[config.mk]
export PLATFORM = sky130hd
export DESIGN_NAME = hazard_unit_mc
export DESIGN_NICKNAME = d
export VERILOG_FILES = /design/src/rtl/hazard_pkg.sv /design/src/rtl/hazard_fwd_sel.sv /design/src/rtl/hazard_unit_mc.sv
export SDC_FILE = /design/constraint.sdc
export NUM_CORES = 1
export LEC_CHECK = 0
export CAP_MARGIN = 15
export CORE_UTILIZATION = 35
export CTS_CLUSTER_DIAMETER = 40
export DETAILED_ROUTE_END_ITERATION = 6
export MAX_ROUTING_LAYER = met4
export PLACE_DENSITY = 0.79
export SLEW_MARGIN = 10
export SYNTH_ARGS = -nofsm -noshare
export SYNTH_HDL_FRONTEND = slang
export SYNTH_SLANG_ARGS = --single-unit
[constraint.sdc]
create_clock -name clk -period 2.3 [get_ports clk]
set_input_delay 0.46 -clock clk [delete_from_list [all_inputs] [get_ports clk]]
set_output_delay 0.46 -clock clk [all_outputs]
set_load 0.03 [all_outputs]
[src/rtl/hazard_pkg.sv]
// Shared constants and types for the RV32I hazard unit: forward-select encodings,
// register index width and the multi-cycle watchdog state encoding.
package hazard_pkg;

    localparam int REG_W = 5;

    localparam logic [1:0] FWD_RF  = 2'b00;
    localparam logic [1:0] FWD_WB  = 2'b01;
    localparam logic [1:0] FWD_MEM = 2'b10;

    typedef enum logic {
        MC_IDLE = 1'b0,
        MC_BUSY = 1'b1
    } mc_state_t;

endpackage

[src/rtl/hazard_fwd_sel.sv]
// Forward-select for one E-stage operand. The M-stage result is newer than the
// W-stage result, so it wins when both match; x0 never forwards.
module hazard_fwd_sel
    import hazard_pkg::*;
(
    input  logic [REG_W-1:0] rs,
    input  logic [REG_W-1:0] rd_m,
    input  logic [REG_W-1:0] rd_w,
    output logic [1:0]       sel
);

    always_comb begin
        sel = FWD_RF;
        if (rs != '0 && rs == rd_m) begin
            sel = FWD_MEM;
        end else if (rs != '0 && rs == rd_w) begin
            sel = FWD_WB;
        end
    end

endmodule

[src/rtl/hazard_unit_mc.sv]
// Hazard control for the 5-stage RV32I pipeline: forwarding, load-use stall,
// branch flush and a watchdog-guarded multi-cycle E-stage handshake.
// Optional perf counters (StallCycles/FlushCount/McCycles) under HAZARD_PERF_CNT_EN.
module hazard_unit_mc
    import hazard_pkg::*;
#(
    parameter int LOAD_USE_DIST = 1,
    parameter int MC_MAX        = 32,
    parameter int CNT_W         = 32
) (
    input  logic                         clk,
    input  logic                         reset,
    input  logic [REG_W-1:0]             Rs1D,
    input  logic [REG_W-1:0]             Rs2D,
    input  logic [REG_W-1:0]             Rs1E,
    input  logic [REG_W-1:0]             Rs2E,
    input  logic [REG_W-1:0]             RdE,
    input  logic [REG_W-1:0]             RdM,
    input  logic [REG_W-1:0]             RdW,
    input  logic                         LoadE,
    input  logic                         LoadM,
    input  logic                         PCSrcE,
    input  logic                         MulDivStartE,
    input  logic                         MulDivDoneE,
    output logic [1:0]                   ForwardAE,
    output logic [1:0]                   ForwardBE,
    output logic                         StallF,
    output logic                         StallD,
    output logic                         StallE,
    output logic                         FlushD,
    output logic                         FlushE,
    output logic                         FlushM,
    output logic                         McTimeout,
`ifdef HAZARD_PERF_CNT_EN
    output logic [CNT_W-1:0]             StallCycles,
    output logic [CNT_W-1:0]             FlushCount,
    output logic [CNT_W-1:0]             McCycles,
`endif
    output mc_state_t                    mc_state,
    output logic [$clog2(MC_MAX+1)-1:0]  mc_cnt
);

    localparam int                CW      = $clog2(MC_MAX + 1);
    localparam logic [CW-1:0]     CNT_MAX = CW'(MC_MAX);

    // Handshake: MulDivStartE is held high by the pipeline while the op sits in
    // E; MulDivDoneE is sampled only in BUSY, and the op leaves E on the edge
    // that ends the cycle in which the unit releases (done or watchdog).
    mc_state_t     state, state_nxt;
    logic [CW-1:0] cnt, cnt_nxt;
    logic          timeout_nxt;
    logic          mc_stall, lu_e, lu_m, lu_stall;
    logic [1:0]    fwd_a, fwd_b;

    hazard_fwd_sel u_fwd_a (.rs(Rs1E), .rd_m(RdM), .rd_w(RdW), .sel(fwd_a));
    hazard_fwd_sel u_fwd_b (.rs(Rs2E), .rd_m(RdM), .rd_w(RdW), .sel(fwd_b));

    assign lu_e     = LoadE && RdE != '0 && (RdE == Rs1D || RdE == Rs2D);
    assign lu_m     = LoadM && RdM != '0 && (RdM == Rs1D || RdM == Rs2D);
    assign lu_stall = lu_e || (LOAD_USE_DIST == 2 && lu_m);

    always_ff @(posedge clk or posedge reset) begin
        if (reset) begin
            state     <= MC_IDLE;
            cnt       <= '0;
            McTimeout <= 1'b0;
        end else begin
            state     <= state_nxt;
            cnt       <= cnt_nxt;
            McTimeout <= timeout_nxt;
        end
    end

    always_comb begin
        state_nxt   = state;
        cnt_nxt     = cnt;
        timeout_nxt = 1'b0;
        case (state)
            MC_IDLE: begin
                if (MulDivStartE) begin
                    state_nxt = MC_BUSY;
                    cnt_nxt   = CW'(1);
                end
            end
            MC_BUSY: begin
                if (MulDivDoneE) begin
                    state_nxt = MC_IDLE;
                    cnt_nxt   = '0;
                end else if (cnt == CNT_MAX) begin
                    state_nxt   = MC_IDLE;
                    cnt_nxt     = '0;
                    timeout_nxt = 1'b1;
                end else begin
                    cnt_nxt = cnt + 1'b1;
                end
            end
            default: begin
                state_nxt = MC_IDLE;
                cnt_nxt   = '0;
            end
        endcase
    end

    always_comb begin
        mc_stall = (state == MC_IDLE && MulDivStartE) ||
                   (state == MC_BUSY && !MulDivDoneE && cnt != CNT_MAX);
    end

    // A taken redirect squashes the dependent instruction, so it overrides the
    // load-use stall; a multi-cycle stall freezes everything including flushes.
    always_comb begin
        ForwardAE = fwd_a;
        ForwardBE = fwd_b;
        StallF    = mc_stall || (lu_stall && !PCSrcE);
        StallD    = mc_stall || (lu_stall && !PCSrcE);
        StallE    = mc_stall;
        FlushM    = mc_stall;
        FlushE    = (lu_stall || PCSrcE) && !mc_stall;
        FlushD    = PCSrcE && !mc_stall;
        if (reset) begin
            ForwardAE = FWD_RF;
            ForwardBE = FWD_RF;
            StallF    = 1'b0;
            StallD    = 1'b0;
            StallE    = 1'b0;
            FlushD    = 1'b1;
            FlushE    = 1'b1;
            FlushM    = 1'b1;
        end
    end

    assign mc_state = state;
    assign mc_cnt   = cnt;

`ifdef HAZARD_PERF_CNT_EN
    always_ff @(posedge clk or posedge reset) begin
        if (reset) begin
            StallCycles <= '0;
            FlushCount  <= '0;
            McCycles    <= '0;
        end else begin
            if (StallF && StallCycles != '1) StallCycles <= StallCycles + 1'b1;
            if (FlushD && FlushCount != '1)  FlushCount  <= FlushCount + 1'b1;
            if (StallE && McCycles != '1)    McCycles    <= McCycles + 1'b1;
        end
    end
`endif

endmodule

==> results of run 1 <==
-- area by class of cell --
type                            count  area, um^2  area share
Tap cell                           28        35.0      0.0186
Clock buffer                        3        22.5      0.0119
Inverter                            5        21.3      0.0113
Sequential cell                     8         200       0.106
Timing Repair Buffer               89         812       0.431
Multi-Input combinational cell     89         795       0.421
-- critical path, delay by kind of cell --
family	cells	cell delay (ps)
buffers and inverters	3	750
AOI/OAI and AO/OA	2	340
xor gates and xnor gates	1	170
and+or+nand+nor	1	150
-- layout by cell type, fill, tap and decap left out, types with 4 or more instances in the layout --
| master | instances |
|---|---|
| o22ai_1 | 4 |
| nor3_2 | 4 |
| xnor2_1 | 9 |
| dlygate4sd2_1 | 22 |
| buf_4 | 32 |
| clkdlybuf4s50_1 | 17 |
| nand2_1 | 6 |
| xor2_1 | 21 |
| nor2_1 | 7 |
| buf_6 | 9 |
| dlymetal6s2s_1 | 7 |
| dfrtp_1 | 8 |
-- cell families after synthesis --
group,after synthesis,synth area share
buffers and inverters,7,0.0358
AOI/OAI and AO/OA,16,0.145
and+or+nand+nor,40,0.251
DFF,8,0.229
adders and majority gates,2,0.0286
xor gates and xnor gates,31,0.311
-- routing by layer --
metal,up-vias,GRT usage,wire (um)
met4,0,0.0856,138
met1,561,0.288,1360
li1,554,-,-
met5,-,-,0
met2,56,0.476,2020
met3,14,0.0292,183
-- sequential cells by signal (all words and copies together), names as in the netlist --
name,flops
McTimeout,1
mc_cnt,6
mc_state,1
-- power breakdown --
part	switching, mW	total (mW)	internal (mW)
Combinational	0.218	0.446	0.229
Sequential	0.00832	0.160	0.152
Clock	0.0512	0.111	0.0599
Total	0.277	0.718	0.441
-- worst max-delay path by stage --
| stage | to | slack [ps] | cells past startpoint | start |
|---|---|---|---|---|
| 6_report | FlushE | -30 | 7 | Rs1D[0] |
| 2_1_floorplan | ForwardAE[1] | -50 | 3 | RdM[3] |
| 3_5_place_dp | StallD | -620 | 6 | RdE[1] |
| 5_1_grt | FlushE | -80 | 7 | Rs2D[2] |
| 3_3_place_gp | StallD | -490 | 6 | RdE[1] |
| 4_1_cts | FlushE | -110 | 9 | mc_cnt[1] |
-- through the flow --
stage	setup WS (ps)	util
after floorplan	-47.0	-
after global placement	-492	0.732
after detailed placement	-616	0.732
after CTS	-109	0.780
after global routing	-83.4	0.828
final	-25.6	0.828
-- what timing repair did --
item / CTS / global route
gates resized for setup: 57 / 25
pin swaps: 17 / 14
endpoints found under the hold margin: 0 / 0
endpoints found under the setup margin: 7 / 9
buffers inserted: 4 / 3
==> impl_metrics.ini, run 1 <==
[cells_and_area]
layout-drive-gt1-share = 0.361
n_antenna_cell = 0
fin_area_mm2 = 0.00189
instances_no_fill = 222
nNetsFinal = 240
area_delta_synth_final_pct = 116
fill_cells = 138

[critical_path]
rr_worst_depth = 7
required_ps = 1840
cp_max_fo = 2
crit_type = in -> out
r2r_start = mc_cnt[0]
slowest_stage = clkdlybuf4s50_1
ff2ff_setup_slack_ps = 720
crit_path_max_incr_delay_ps = 430
cp-start-kind = primary input
worstPathCellList = clkdlybuf4s50_1, xor2_1, nor3_2, a22oi_2, buf_4, o311ai_4, buf_6
r2r-end = mc_cnt[4]
critPathCaptureType = output port
arrival_ps = 1870

[worst_hold_path]
min_from = MulDivDoneE
holdPathStages = 3
min_path_type = in -> reg
min_to = McTimeout

[die]
die_h_um = 52.0
core.rowCount = 17
coreArea_mm2 = 0.00228
initial_utilization = 0.384
die_area_mm2 = 0.00270
die_width_um = 52.0
ios = 60

[synth]
synth_area_leaders = dfrtp_1, xor2_1, xnor2_1
avgSynthCellArea_um2 = 8.40
synth_seq_cells = 8
ys_types = 30
synth.most_common_cell = xor2_1
syn_area_um2 = 873
ys.flop_type = dfrtp_1
syn_inst = 104
yosysSeqAreaShare = 0.229
ys_async_sr_fraction = 1.00
synth_top_cell_area_share = 0.229
synth.net_count = 148
synthTopCellsByCount = xor2_1, xnor2_1, nor2_1
yosys.area.top_type = dfrtp_1
synth_enable_flop_cells = 0
yosys_warnings = 0

[pwr]
p_leak_nw = 0.919
power.density_mw_per_mm2 = 381
vdd_ir_drop_max_mv = 0.350
power_mw = 0.718

[global_routing]
track_usage = 0.260
grt_max_degree = 12
grt_overflow = 0
antenna_found_initial = 0
grt_pass1_vias = 1183
grt_pass1_wl_um = 5150

[drt]
avgViaCountPerCell = 5.34
wl_per_cell_um = 16.7
drc_errors = 0
drt_iter0_markers = 19
route.vias.total = 1185
dr.pass1.iters = 4
routed_wl_um = 3700
ant_nets = 0

[placed_design]
port_buffers = 58
placed_cell_area_mm2 = 0.00167
dp_hpwl_um = 2570
dp_cells = 212
routabilityCongestion = 0.815

[sta]
finalCriticalPeriod_ps = 2330
max_freq_ghz = 0.430
hold_ws_ps = 600
layout_setup_ws_ps = -25.6
maxSlewViolCount = 0
final-hold-violation-count = 0
timing.setup.tns_ps = -28.1
tightest_slew_ps = 329
relSlewSlack = 0.780
min_period_over_period = 1.01
skew_ps = 8.27
finalSetupViolCount = 2
rsz0062_at_grt = true

[cts]
cts.sinks = 8
clock_path_buffers = 2
clk_pin_slew_ps = 60
insertion_delay_ps = 260
cts_tree = built
ctsHoldBuffers = 0
cts_buffers = 3
clockRootBuffer = clkbuf_4
htree_levels = 1

[flow_run]
cap_violations = 0

[status]
failed_checks = setup timing
status = complete, but fails checks
Power figures use the tool's default switching activity.
==> inputs of run 2 (changes only) <==
--- a/config.mk
+++ b/config.mk
@@ -6,12 +6,13 @@
 export NUM_CORES = 1
 export LEC_CHECK = 0
 export CAP_MARGIN = 15
-export CORE_UTILIZATION = 35
+export CORE_UTILIZATION = 32
 export CTS_CLUSTER_DIAMETER = 40
 export DETAILED_ROUTE_END_ITERATION = 6
 export MAX_ROUTING_LAYER = met4
-export PLACE_DENSITY = 0.79
+export PLACE_DENSITY = 0.75
 export SLEW_MARGIN = 10
 export SYNTH_ARGS = -nofsm -noshare
 export SYNTH_HDL_FRONTEND = slang
+export SYNTH_HIERARCHICAL = 1
 export SYNTH_SLANG_ARGS = --single-unit
==> constraint.sdc (replaced) <==
create_clock -name clk -period 1.9 [get_ports clk]
set_input_delay 0.38 -clock clk [delete_from_list [all_inputs] [get_ports clk]]
set_output_delay 0.38 -clock clk [all_outputs]
set_load 0.03 [all_outputs]
==> impl_metrics.ini, run 2 <==
[sta]
hold_ws_ps = 602
rsz0062_at_grt = true
finalCriticalPeriod_ps = 2410
skew_ps = 3.64
final-hold-violation-count = 0
layout_setup_ws_ps = -510
maxSlewViolCount = 0
min_period_over_period = 1.27
relSlewSlack = 0.787
max_freq_ghz = 0.415
finalSetupViolCount = 8
tightest_slew_ps = 319

[cells_and_area]
area_delta_synth_final_pct = 125
largest_reg_flops = 6
seq_area_um2 = 203
n_antenna_cell = 0
layout-drive-gt1-share = 0.541
multi_input_area_um2 = 882
fill_cells = 169
final_common_cell = buf_4
nNetsFinal = 254
final_cell_mix = buf_4, clkdlybuf4s50_1, buf_6, xor2_1, buf_2

[critical_path]
worstPathCellList = inv_2, ha_4, nor4bb_4, a21o_4, and2_4, buf_6, inv_4, o311ai_4, buf_6
slowest_stage = dfrtp_2
critPathCaptureType = output port
crit_path_max_incr_delay_ps = 410
required_ps = 1520
ff2ff_setup_slack_ps = 200
crit_top_cell = buf_6
crit_type = reg -> out
r2r_start = mc_cnt[1]
startpoint = mc_cnt[1]
cp-start-kind = register
arrival_ps = 2030
cp_max_fo = 3

[status]
failed_checks = setup timing
status = complete, but fails checks

[cts]
clockRootBuffer = clkbuf_4
cts.sinks = 8
clock_path_buffers = 2
htree_levels = 1
clk_pin_slew_ps = 60
cts_tree = built
cts_buffers = 3
insertion_delay_ps = 270

[global_routing]
antenna_found_initial = 0
grt_pass1_wl_um = 5780
grt_pass1_vias = 1329
grt_max_degree = 9
grt_overflow = 0
track_usage = 0.245

[synth]
yosys.area.top_type = dfrtp_1
yosys.area_share.simple = 0.276
synth_top_cell_area_share = 0.221
synth_top_family_by_area = XOR/XNOR gates
synth_adder_area_share = 0.0276
synth_compound_area_frac = 0.149
synth.net_count = 151
syn_inst = 107
synth_xor_area_frac = 0.290
yosysSeqAreaShare = 0.221
synthTopCellsByCount = xor2_1, xnor2_1, dfrtp_1
ys_async_sr_fraction = 1.00
ys_types = 32
avgSynthCellArea_um2 = 8.48
synth_area_leaders = dfrtp_1, xor2_1, xnor2_1
synthMuxAreaShare = 0
synth.most_common_cell = xor2_1
syn_area_um2 = 907
ys.flop_type = dfrtp_1
yosys_warnings = 6
synth_seq_cells = 8
synth_enable_flop_cells = 0

[die]
ios = 60
core.rowCount = 18
die_h_um = 55.2
initial_utilization = 0.353
die_width_um = 55.2
die_area_mm2 = 0.00305
coreArea_mm2 = 0.00257

[placed_design]
routabilityCongestion = 0.832
port_buffers = 58
dp_hpwl_um = 2690
pre_cts_slack_ps = -856

[pwr]
power.density_mw_per_mm2 = 457
vdd_ir_drop_max_mv = 0.427
p_leak_nw = 0.915

[drt]
route.vias.total = 1239
avgViaCountPerCell = 5.18
wl_per_cell_um = 16.2
drc_errors = 0
routed_wl_um = 3860
ant_nets = 0
drt_iter0_markers = 38
dr.pass1.iters = 4

[worst_hold_path]
min_path_type = reg -> reg
min_from = mc_cnt[4]

[flow_run]
cap_violations = 0
==> run 2: cell types whose count changed after synthesis, sizes merged, moves of 3 or more <==
cell	previous run	this run
nor2b	1	4
xor2	21	18
a21oi	0	3
nand3	2	7
nand2	7	3
nor4	1	4
==> run 2: worst max-delay path, delay by kind of cell (launching register included) <==
family | cells | cell delay, ps
DFF | 1 | 410
AOI/OAI and AO/OA | 2 | 410
buffers and inverters | 4 | 400
adders and majority gates | 1 | 120
and+or+nand+nor | 2 | 430
==> run 2: cell type report <==
type | instances | share of cell area
clock buffer | 4 | 0.0129
inverter | 7 | 0.0141
multi-input combinational | 91 | 0.433
sequential | 8 | 0.0994
tap | 30 | 0.0184
timing repair buffer | 99 | 0.423
==> run 2: final timing paths <==
kind | endpoint | cells past startpoint
min in group asynchronous | McTimeout | 4
min | McTimeout | 3
max in group asynchronous | mc_cnt[0] | 4
max reg2reg | mc_cnt[5] | 7
max | FlushE | 9
min reg2reg | McTimeout | 3
==> run 2: per-layer routing <==
layer | GRT usage | wire length, um
met5 | - | 0
met4 | 0.104 | 108
met3 | 0.0281 | 161
met2 | 0.480 | 2080
met1 | 0.237 | 1510
==> run 2: timing repair <==
action | in CTS | in global routing
pin swaps | 19 | 16
endpoints found under the setup margin | 10 | 10
hold buffers | 0 | 0
resized for setup | 128 | 24
setup buffers | 4 | 2
endpoints found under the hold margin | 0 | 0
==> run 2: metrics by stage <==
step           instance area [um^2]  std cells  power (mW)  setup TNS (ps)  utilization
2_1_floorplan                   950        107       0.422            -465            -
3_3_place_gp                   1820        232       0.675           -4290        0.711
3_5_place_dp                   1820        232       0.689           -4690        0.711
4_1_cts                        1960        239       0.881           -2160        0.764
5_1_grt                        2040        239       0.973           -2960        0.794
6_report                       2040        239       0.931           -2580        0.794
==> run 2: cells by family after synthesis <==
logic type | after synthesis
fa+ha+maj | 2
compound gates | 18
flops | 8
xor+xnor | 30
buf+inv | 8
simple gates | 41
==> run 2: power breakdown <==
part / internal [mW] / switching (mW)
clock network: 0.0813 / 0.0737
registers: 0.185 / 0.0106
logic: 0.305 / 0.275
total: 0.572 / 0.360
